<file path="src/rtl/morse_pkg.sv">
// Shared types and constants for the Morse symbol sequencer.
package morse_pkg;

    typedef enum logic [1:0] {
        IDLE    = 2'd0,
        COLLECT = 2'd1,
        EMIT    = 2'd2
    } morse_state_e;

    localparam logic SYM_DOT  = 1'b0;
    localparam logic SYM_DASH = 1'b1;

    localparam int MAX_SYMBOLS = 4;
    localparam int LEN_W       = 3;

endpackage

</file>
<file path="src/rtl/morse_symbol_sequencer_if.sv">
// Character output bus of the sequencer; state is exposed for observability.
import morse_pkg::*;

interface morse_symbol_sequencer_if;
    logic [MAX_SYMBOLS-1:0] code;
    logic [LEN_W-1:0]       len;
    logic                   code_valid;
    logic                   busy;
    logic [MAX_SYMBOLS-1:0] signal;
    morse_state_e           state;

    // code_valid is a one-cycle pulse with no ready; consumers must take
    // code/len in that cycle (they also hold until the next pulse).
    modport master (output code, len, code_valid, busy, signal, state);
    modport slave  (input  code, len, code_valid, busy, signal, state);
endinterface

</file>
<file path="src/rtl/morse_debounce.sv">
// Two-flop synchronizer plus debounce for one active-low button; emits a
// one-cycle pulse on the debounced released->pressed transition.
module morse_debounce #(
    parameter int DEBOUNCE_CYC = 270000
) (
    input  logic clk,
    input  logic rst_n,
    input  logic btn_n_i,
    output logic pressed_o,
    output logic press_o
);

    localparam int CNT_W = (DEBOUNCE_CYC > 1) ? $clog2(DEBOUNCE_CYC) : 1;

    logic             sync1_q, sync2_q;
    logic             level_q, press_q;
    logic [CNT_W-1:0] cnt_q;
    logic             sync_pressed;

    assign sync_pressed = ~sync2_q;

    always_ff @(posedge clk or negedge rst_n) begin
        if (!rst_n) begin
            sync1_q <= 1'b1;
            sync2_q <= 1'b1;
            level_q <= 1'b0;
            press_q <= 1'b0;
            cnt_q   <= '0;
        end else begin
            sync1_q <= btn_n_i;
            sync2_q <= sync1_q;
            press_q <= 1'b0;
            // Any cycle where the synchronized level agrees restarts the count.
            if (sync_pressed != level_q) begin
                if (cnt_q == CNT_W'(DEBOUNCE_CYC - 1)) begin
                    level_q <= sync_pressed;
                    press_q <= sync_pressed;
                    cnt_q   <= '0;
                end else begin
                    cnt_q <= cnt_q + 1'b1;
                end
            end else begin
                cnt_q <= '0;
            end
        end
    end

    assign pressed_o = level_q;
    assign press_o   = press_q;

endmodule

</file>
<file path="src/rtl/morse_symbol_sequencer.sv">
// Two-button Morse entry: collects up to four dot/dash symbols into a character.
// Optional MORSE_LIVE_ECHO_EN shows the in-progress buffer on signal while collecting.
import morse_pkg::*;

module morse_symbol_sequencer #(
    parameter int DEBOUNCE_CYC = 270000,
    parameter int GAP_CYC      = 35000000
) (
    input  logic                      clk,
    input  logic                      rst_n,
    input  logic                      button1,
    input  logic                      button2,
    morse_symbol_sequencer_if.master  out_if
);

    localparam int GAP_W = ($clog2(GAP_CYC) > 26) ? $clog2(GAP_CYC) : 26;

    logic dot_held, dot_ev, dash_held, dash_ev;

    morse_debounce #(.DEBOUNCE_CYC(DEBOUNCE_CYC)) u_dot (
        .clk(clk), .rst_n(rst_n), .btn_n_i(button1),
        .pressed_o(dot_held), .press_o(dot_ev)
    );

    morse_debounce #(.DEBOUNCE_CYC(DEBOUNCE_CYC)) u_dash (
        .clk(clk), .rst_n(rst_n), .btn_n_i(button2),
        .pressed_o(dash_held), .press_o(dash_ev)
    );

    morse_state_e           state_q;
    logic [MAX_SYMBOLS-1:0] sym_buf_q, code_q, ins_d;
    logic [LEN_W-1:0]       cnt_q, len_q;
    logic [GAP_W-1:0]       gap_q;
    logic                   code_valid_q, busy_q;
    logic                   press_any, cancel, held, sym;

    // Simultaneous dot and dash events are a cancel gesture, not a symbol.
    assign cancel    = dot_ev & dash_ev;
    assign press_any = dot_ev ^ dash_ev;
    assign sym       = dash_ev ? SYM_DASH : SYM_DOT;
    assign held      = dot_held | dash_held;
    assign ins_d     = sym_buf_q | ({{(MAX_SYMBOLS-1){1'b0}}, sym} << cnt_q);

    always_ff @(posedge clk or negedge rst_n) begin
        if (!rst_n) begin
            state_q      <= IDLE;
            sym_buf_q    <= '0;
            cnt_q        <= '0;
            gap_q        <= '0;
            code_q       <= '0;
            len_q        <= '0;
            code_valid_q <= 1'b0;
            busy_q       <= 1'b0;
        end else begin
            code_valid_q <= 1'b0;
            unique case (state_q)
                IDLE: begin
                    if (press_any) begin
                        sym_buf_q <= {{(MAX_SYMBOLS-1){1'b0}}, sym};
                        cnt_q     <= LEN_W'(1);
                        gap_q     <= '0;
                        state_q   <= COLLECT;
                        busy_q    <= 1'b1;
                    end
                end
                COLLECT: begin
                    if (cancel) begin
                        sym_buf_q <= '0;
                        cnt_q     <= '0;
                        gap_q     <= '0;
                        state_q   <= IDLE;
                        busy_q    <= 1'b0;
                    end else if (press_any) begin
                        sym_buf_q <= ins_d;
                        cnt_q     <= cnt_q + 1'b1;
                        gap_q     <= '0;
                        if (cnt_q == LEN_W'(MAX_SYMBOLS - 1)) begin
                            state_q      <= EMIT;
                            code_q       <= ins_d;
                            len_q        <= cnt_q + 1'b1;
                            code_valid_q <= 1'b1;
                        end
                    end else if (held) begin
                        gap_q <= '0;
                    end else if (gap_q == GAP_W'(GAP_CYC - 1)) begin
                        // Output registers load on entry so code_valid is high during EMIT.
                        state_q      <= EMIT;
                        code_q       <= sym_buf_q;
                        len_q        <= cnt_q;
                        code_valid_q <= 1'b1;
                    end else begin
                        gap_q <= gap_q + 1'b1;
                    end
                end
                EMIT: begin
                    gap_q <= '0;
                    if (press_any) begin
                        sym_buf_q <= {{(MAX_SYMBOLS-1){1'b0}}, sym};
                        cnt_q     <= LEN_W'(1);
                        state_q   <= COLLECT;
                        busy_q    <= 1'b1;
                    end else begin
                        sym_buf_q <= '0;
                        cnt_q     <= '0;
                        state_q   <= IDLE;
                        busy_q    <= 1'b0;
                    end
                end
                default: begin
                    state_q <= IDLE;
                    busy_q  <= 1'b0;
                end
            endcase
        end
    end

    assign out_if.code       = code_q;
    assign out_if.len        = len_q;
    assign out_if.code_valid = code_valid_q;
    assign out_if.busy       = busy_q;
    assign out_if.state      = state_q;

`ifdef MORSE_LIVE_ECHO_EN
    // Buffer bits at or above the count are always zero, so no masking is needed.
    assign out_if.signal = (state_q == COLLECT) ? sym_buf_q : code_q;
`else
    assign out_if.signal = code_q;
`endif

endmodule

</file>
<file path="src/flat_wrapper.sv">
// flat-port wrapper written by rule: the top's interface ports become plain ports
module morse_symbol_sequencer_flat 
#(
    parameter int DEBOUNCE_CYC = 270000,
    parameter int GAP_CYC      = 35000000
)
  (clk, rst_n, button1, button2, out_if_code, out_if_len, out_if_code_valid, out_if_busy, out_if_signal, out_if_state);
  morse_symbol_sequencer_if out_if_i ();
  input  logic clk;
  input  logic rst_n;
  input  logic button1;
  input  logic button2;
  output wire logic [$bits(out_if_i.code)-1:0] out_if_code;
  output wire logic [$bits(out_if_i.len)-1:0] out_if_len;
  output wire logic [$bits(out_if_i.code_valid)-1:0] out_if_code_valid;
  output wire logic [$bits(out_if_i.busy)-1:0] out_if_busy;
  output wire logic [$bits(out_if_i.signal)-1:0] out_if_signal;
  output wire logic [$bits(out_if_i.state)-1:0] out_if_state;
  assign out_if_code = out_if_i.code;
  assign out_if_len = out_if_i.len;
  assign out_if_code_valid = out_if_i.code_valid;
  assign out_if_busy = out_if_i.busy;
  assign out_if_signal = out_if_i.signal;
  assign out_if_state = out_if_i.state;
  morse_symbol_sequencer #(.DEBOUNCE_CYC(DEBOUNCE_CYC), .GAP_CYC(GAP_CYC)) u_core (.clk(clk), .rst_n(rst_n), .button1(button1), .button2(button2), .out_if(out_if_i));
endmodule
</file>
<file path="config.mk">
export PLATFORM = sky130hd
export DESIGN_NAME = morse_symbol_sequencer_flat
export DESIGN_NICKNAME = d
export VERILOG_FILES = /design/src/rtl/morse_pkg.sv /design/src/rtl/morse_symbol_sequencer_if.sv /design/src/rtl/morse_debounce.sv /design/src/rtl/morse_symbol_sequencer.sv /design/src/flat_wrapper.sv
export SDC_FILE = /design/constraint.sdc
export NUM_CORES = 1
export LEC_CHECK = 0
export BUFFER_PORTS_ARGS = -buffer_cell sky130_fd_sc_hd__buf_2
export CAP_MARGIN = 5
export CORE_AREA = 2 2 89 91
export CTS_CLUSTER_SIZE = 20
export DETAILED_ROUTE_END_ITERATION = 7
export DIE_AREA = 0 0 91 93
export PLACE_DENSITY = 0.81
export SLEW_MARGIN = 15
export SYNTH_ARGS = -nofsm -noshare
export SYNTH_HDL_FRONTEND = slang
export SYNTH_SLANG_ARGS = --single-unit
</file>
<file path="constraint.sdc">
create_clock -name clk -period 6 [get_ports clk]
set_input_delay 0.3 -clock clk [delete_from_list [all_inputs] [get_ports clk]]
set_output_delay 0.3 -clock clk [all_outputs]
set_load 0.02 [all_outputs]
</file>
==> flow_summary.toml, run 1 <==
[critical_path]
cp-startpoint = "u_core.u_dash.press_o"
cp.arrival_ns = 3.31
end_kind = "register"
critPathSlowestCell = "ha_1"
worst-r2r-cell-count = 8
slowest_delay_ns = 0.74
crit_required_ns = 6.27
crit_type = "register to register"
crit_fanout = 20
path_cells = "inv_1 > ha_1 > and2b_2 > nor2_1 > o211ai_1 > buf_4 > or2_2 > o31ai_1"
reg2reg_to = "u_core.gap_q[19]"
start_kind = "register"
timing.rr.start = "u_core.u_dash.press_o"
reg2reg_slack_ns = 2.96

[yosys]
synth-edff-count = 0
ys_warn_count = 0
ys_seq_area_share_pct = 47.93
synth_top_family_by_area = "simple AND/OR/NAND/NOR gates"
synth_cells = 500
synthAdderAreaFrac_pct = 3.188
synthDistinctLibCells = 57
netlist_top_cells_area = "dfrtp_1 46%, nor2_1 5.7%, o21ai_0 4.0%"
syn_avg_cell_area_um2 = 9.419
synth_ff_type = "dfrtp_1"
synth_compound_area_share_pct = 13.07
yosys-mux-area-fraction_pct = 1.541
syn_area_um2 = 4710
synth_nets = 516
synth_top_cell_by_area = "dfrtp_1"
synthXorXnorAreaFrac_pct = 6.695
ys_ff_latch = 90
async_flop_share_pct = 100.0
synth_top_cell_area_share_pct = 45.70
synth-simple-area-share_pct = 22.87

[die]
design.core.area_um2 = 7527
die_w_um = 91
rows = 32
ios = 19
die_h_um = 93
die_area_um2 = 8463
initial_utilization_pct = 62.57

[detailed_routing]
via_per_inst = 6.019
drc = 0
firstDrtPassIters = 5
drt_iter0_drc = 248
wl_per_cell_um = 14.77
totalWireLength_um = 9128
ant_nets = 0
num_vias = 3720

[layout]
nets = 527
multi_input_comb_area_um2 = 2237
fin_area_um2 = 5066
antennaDiodeCount = 0
final_layout_size_suffix_gt1_share_pct = 11.05
regArea_um2 = 2257
area_delta_synth_final_pct = 7.572
fill_cells = 583
final_core_util_pct = 67.30

[hold_path]
worstHoldPathType = "primary input to register"
holdPathStages = 1
hold_start = "button1"
min_to = "u_core.u_dot.sync1_q"

[clock_tree]
clkTransAtPathRegs_ns = 0.09
cts_made_buffers = 9
cts-root-buf = "clkbuf_8"
htree_levels = 3
cts_setup_buffers = 0
cts_buffer_depth = 2
clk_latency_ns = 0.36
cts_tree = "done"
clock-sinks = 90

[job]
drv_cap = 0

[power]
vdd_drop_max_uv = 194.4
p_per_area_nw_per_um2 = 219.6
power_leakage_nw = 2.164
p_total_w = 0.001112

[timing]
fin_skew_ns = 0.009915
timing.slew.headroom_pct = 36.80
rsz0062_at_grt = "false"
holdWs_ns = 0.03001
setup_viol_count_final = 0
period_share_pct = 50.61
finalCriticalPeriod_ns = 3.036
fmax_mhz = 329.3
tns_ns = 0
worst_pin_slew_ns = 0.9424
hold_viol_final = 0
report.final.slew_viol_count = 0

[placement]
place_hpwl_um = 6060
io_buffer_count = 18
place.gp.congestion = 0.8660
placed_cell_area_um2 = 4810

[global_route]
grt_pass1_wl_um = 15700
antenna_found_initial = 0
grt_use_total_pct = 22.84
grt_use_met3_pct = 4.996
grt_overflow = 0
met1_usage_pct = 30.33
busiest_layer = "met2"
grt_util_met2_pct = 37.16
grt_max_degree = 66
grt_pass1_vias = 3493

[run_status]
status = "completed"
## final cells by class
| class | instances | area share [%] |
|---|---|---|
| timing repair buffer | 22 | 2.544 |
| inverter | 23 | 1.704 |
| clock inverter | 4 | 1.457 |
| multi-input combinational | 365 | 44.16 |
| sequential | 90 | 44.55 |
| clock buffer | 12 | 3.062 |
| tap | 102 | 2.519 |
## critical path, delay by kind of cell, from the launching register on
kind / cells / cell delay, ns
buffers and inverters: 2 / 0.33
AOI/OAI and AO/OA: 2 / 0.37
adders and majority gates: 1 / 0.74
DFF: 1 / 0.40
and+or+nand+nor: 3 / 1.09
## synth_stat cells (all sizes together) (2+ instances only)
cell type  number
o21ai          39
and4            3
a31oi          12
and2            4
o41ai           4
nor4           10
dfstp           4
ha             12
clkbuf         10
nand2          28
mux2i           5
inv            23
a21boi          2
xnor2          21
nor3           12
nor2           72
a21oi          20
dfrtp          86
nand2b          3
and3            9
nor4bb          2
xor2           15
nand3          28
or2             4
nor4b           2
a211oi          2
o211ai          3
o31ai          13
or4             2
or3             3
mux2            2
buf            12
nand4          22
a21o            2
## power breakdown
part / internal (W) / leakage [nW] / switching, W
logic: 0.00000539 / 0.808 / 0.0000178
registers: 0.000612 / 1.24 / 0.00000402
clock network: 0.000258 / 0.117 / 0.000216
total: 0.000875 / 2.16 / 0.000237
## logic make-up after synthesis
family	count (synthesis)
and+or+nand+nor	210
DFF	90
AOI/OAI and AO/OA	100
muxes	7
adders and majority gates	12
buffers and inverters	45
xor gates and xnor gates	36
## cells in the final DEF (no fill, tap or decap), types with 3 or more instances in the layout
cell,Yosys,layout
buf_4,5,3
mux2i_1,5,5
a21oi_1,20,20
xor2_1,15,15
nand2b_1,3,3
ha_1,12,12
nand2_1,26,26
or2_2,3,3
nand4_1,22,22
o41ai_1,3,3
dfstp_2,4,4
or3_1,3,3
xnor2_1,21,21
nor4_1,9,8
buf_2,2,17
nand3_1,27,27
o21ai_0,38,38
o31ai_1,12,12
nor2_1,72,72
inv_1,23,23
and4_1,3,3
nor3_1,11,11
clkbuf_8,0,11
and3_1,9,9
a31oi_1,12,12
o211ai_1,3,3
dfrtp_1,86,86
## metrics by stage
step	worst slack, ns	cells
floorplan	3.646	500
global placement	3.096	600
detailed placement	2.995	600
CTS	2.967	617
global route	2.749	618
finish	2.964	618
## flip-flops by register name (all words and copies together), names as in the netlist, 2 cells and up
name and flops:
u_core.gap_q 26, u_core.out_if.len 3, u_core.u_dash.cnt_q 19, u_core.out_if.code 4
u_core.cnt_q 3, u_core.sym_buf_q 4, u_core.out_if.state 2, u_core.u_dot.cnt_q 19
## metal layers
layer  vias up  wire, um
met1      1805      4179
li1       1790         -
met4         0       130
met5         -         0
met3        15       481
met2       110      4337
## timing repair
action | in CTS | in global routing
endpoints found under the hold margin | 25 | 0
hold buffers | 1 | 0
gates resized for setup | 0 | 0
endpoints found under the setup margin | 0 | 0
## worst max path at each step
stage,endpoint,cells after the start
floorplan,u_core.gap_q[19],9
global placement,u_core.gap_q[19],8
detailed placement,u_core.gap_q[19],8
CTS,u_core.gap_q[19],8
global route,u_core.sym_buf_q[0],6
finish,u_core.gap_q[19],8
Note: power is estimated with default switching activity, not from simulation.
==> inputs of run 2 (changes only) <==
- CORE_AREA: 2 2 89 91 -> 2 2 91 93
- DIE_AREA: 0 0 91 93 -> 0 0 93 95
- PLACE_DENSITY: 0.81 -> 0.78
- clock period: 6 -> 3.2 ns (I/O delays scaled with it)
==> flow_summary.toml, run 2 (synthesized netlist as in run 1, its figures left out) <==
[placement]
pre_cts_ws_ns = 0.4487
io_buffer_count = 18
place_hpwl_um = 6320
placed_cell_area_um2 = 4873
place.gp.congestion = 0.8637

[clock_tree]
cts_buffer_depth = 2
htree_levels = 3
clk_latency_ns = 0.36
cts_tree = "done"
cts_made_buffers = 9
cts_setup_buffers = 0
clkTransAtPathRegs_ns = 0.09
cts-root-buf = "clkbuf_8"
clock-sinks = 90

[layout]
final_common_cell = "dfrtp_1"
largest_reg_flops = 26
top_register = "u_core.gap_q"
antennaDiodeCount = 0
fin_area_um2 = 5129
area_delta_synth_final_pct = 8.900
final_cell_mix = "86 x dfrtp_1, 72 x nor2_1, 38 x o21ai_0, 27 x nand3_1, 26 x nand2_1"
nets = 536
top_regs = "u_core.gap_q: 26 flops, u_core.u_dash.cnt_q: 19 flops, u_core.u_dot.cnt_q: 19 flops"
final_layout_size_suffix_gt1_share_pct = 12.19

[detailed_routing]
drc = 0
drt_iter0_drc = 227
num_vias = 3703
firstDrtPassIters = 4
via_per_inst = 5.878
ant_nets = 0
wl_per_cell_um = 14.77
totalWireLength_um = 9303

[critical_path]
cp_num_buf_inv = 1
critPathCapture = "u_core.gap_q[10]"
reg2reg_to = "u_core.gap_q[10]"
end_kind = "register"
crit_required_ns = 3.43
cp.arrival_ns = 3.03
crit_type = "register to register"
slowest_delay_ns = 0.71
cp-startpoint = "u_core.gap_q[0]"
path_cells = "ha_1 > nand3_2 > or4_1 > o211ai_1 > buf_4 > nand2b_1 > o21ai_0"
critPathTopFamily = "simple AND/OR/NAND/NOR gates"
crit_fanout = 13
worst-r2r-cell-count = 7
cp.depth = 7
start_kind = "register"
critPathSlowestCell = "or4_1"
reg2reg_slack_ns = 0.40
timing.rr.start = "u_core.gap_q[0]"

[global_route]
antenna_found_initial = 0
grt_max_degree = 69
grt_pass1_vias = 3603
grt_use_total_pct = 23.14
grt_overflow = 0
grt_pass1_wl_um = 16330

[job]
drv_cap = 0

[die]
die_h_um = 95
die_w_um = 93
ios = 19
die_area_um2 = 8835
initial_utilization_pct = 59.41
design.core.area_um2 = 7928
rows = 33

[timing]
setup_viol_count_final = 0
period_share_pct = 87.46
fmax_mhz = 357.3
report.final.slew_viol_count = 0
finalCriticalPeriod_ns = 2.799
hold_viol_final = 0
rsz0062_at_grt = "false"
final.setup.worst_slack_ns = 0.4013
fin_skew_ns = 0.01052
tns_ns = 0
worst_pin_slew_ns = 0.8425
timing.slew.headroom_pct = 43.84
holdWs_ns = 0.3543

[power]
p_per_area_nw_per_um2 = 401.8
vdd_drop_max_uv = 262.6
power_leakage_nw = 2.198
p_seq_share_pct = 56.0
pwr-share-clk_pct = 41.7
power_switching_w = 0.0004551
swShare_pct = 22.08
combPwrFrac_pct = 2.3
internal-power_w = 0.001606

[run_status]
status = "completed"

[hold_path]
worstHoldPathType = "register to register"
## run 2: changes by cell type in the layout (fill, tap and decap cells not counted)
cell	change
buf_4	+8
clkbuf_8	-2
clkinvlp_4	+2
dlygate4sd3_1	+2
inv_6	+2
buf_6	-1
clkbuf_1	-1
clkinv_2	-1
nor4_1	+1
nor4_2	-1
## run 2: metrics by stage
stage	power [W]	std cells	utilization [%]
CTS	0.002084	630	64.69
finish	0.002061	630	64.69
detailed placement	0.001223	611	61.47
global route	0.002136	630	64.69
global placement	0.001221	611	61.47
floorplan	0.001192	500	-
## run 2: final cells by class
cell class	instances	area, um^2
Multi-Input combinational cell	365	2231
Sequential cell	90	2257
Fill cell	673	2799
Clock inverter	7	101.3
Clock buffer	9	123.9
Tap cell	105	131.4
Timing Repair Buffer	31	197.7
Inverter	23	86.33
## run 2: power groups by stage
stage | registers (W) | clock network [W] | logic (W)
final | 0.00115 | 0.000859 | 0.0000471
after global routing | 0.00116 | 0.000924 | 0.0000563
after CTS | 0.00115 | 0.000880 | 0.0000494
after detailed placement | 0.00118 | 0 | 0.0000457
after global placement | 0.00118 | 0 | 0.0000444
after floorplan | 0.00118 | 0 | 0.0000161
## run 2: what timing repair did
action                                 CTS  global route
endpoints found under the hold margin   64             0
resized for setup                        0             0
hold buffers                             3             0
## run 2: worst min-delay path by stage
stage / startpoint / endpoint / cells after the start / slack, ns
floorplan: rst_n / u_core.cnt_q[0] / 0 / -0.14
global placement: button2 / u_core.u_dash.sync1_q / 1 / 0.27
detailed placement: button1 / u_core.u_dot.sync1_q / 1 / 0.27
CTS: u_core.u_dash.sync1_q / u_core.u_dash.sync2_q / 0 / 0.36
global route: u_core.u_dot.sync1_q / u_core.u_dot.sync2_q / 0 / 0.37
finish: u_core.u_dash.sync1_q / u_core.u_dash.sync2_q / 0 / 0.35
## run 2: worst reg2reg max path, cell delays in order, from the launching register on
cell,delay (ns)
dfrtp_1,0.40
ha_1,0.22
nand3_2,0.18
or4_1,0.71
o211ai_1,0.63
buf_4,0.32
nand2b_1,0.13
o21ai_0,0.08
## run 2: layer usage
metal / part of all wire, % / track usage [%] / up-vias
li1: - / - / 1808
met3: 3.1 / 2.634 / 12
met4: 1.8 / 9.559 / 0
met1: 46 / 30.19 / 1809
met5: 0 / 0 / -
met2: 49 / 39.55 / 74
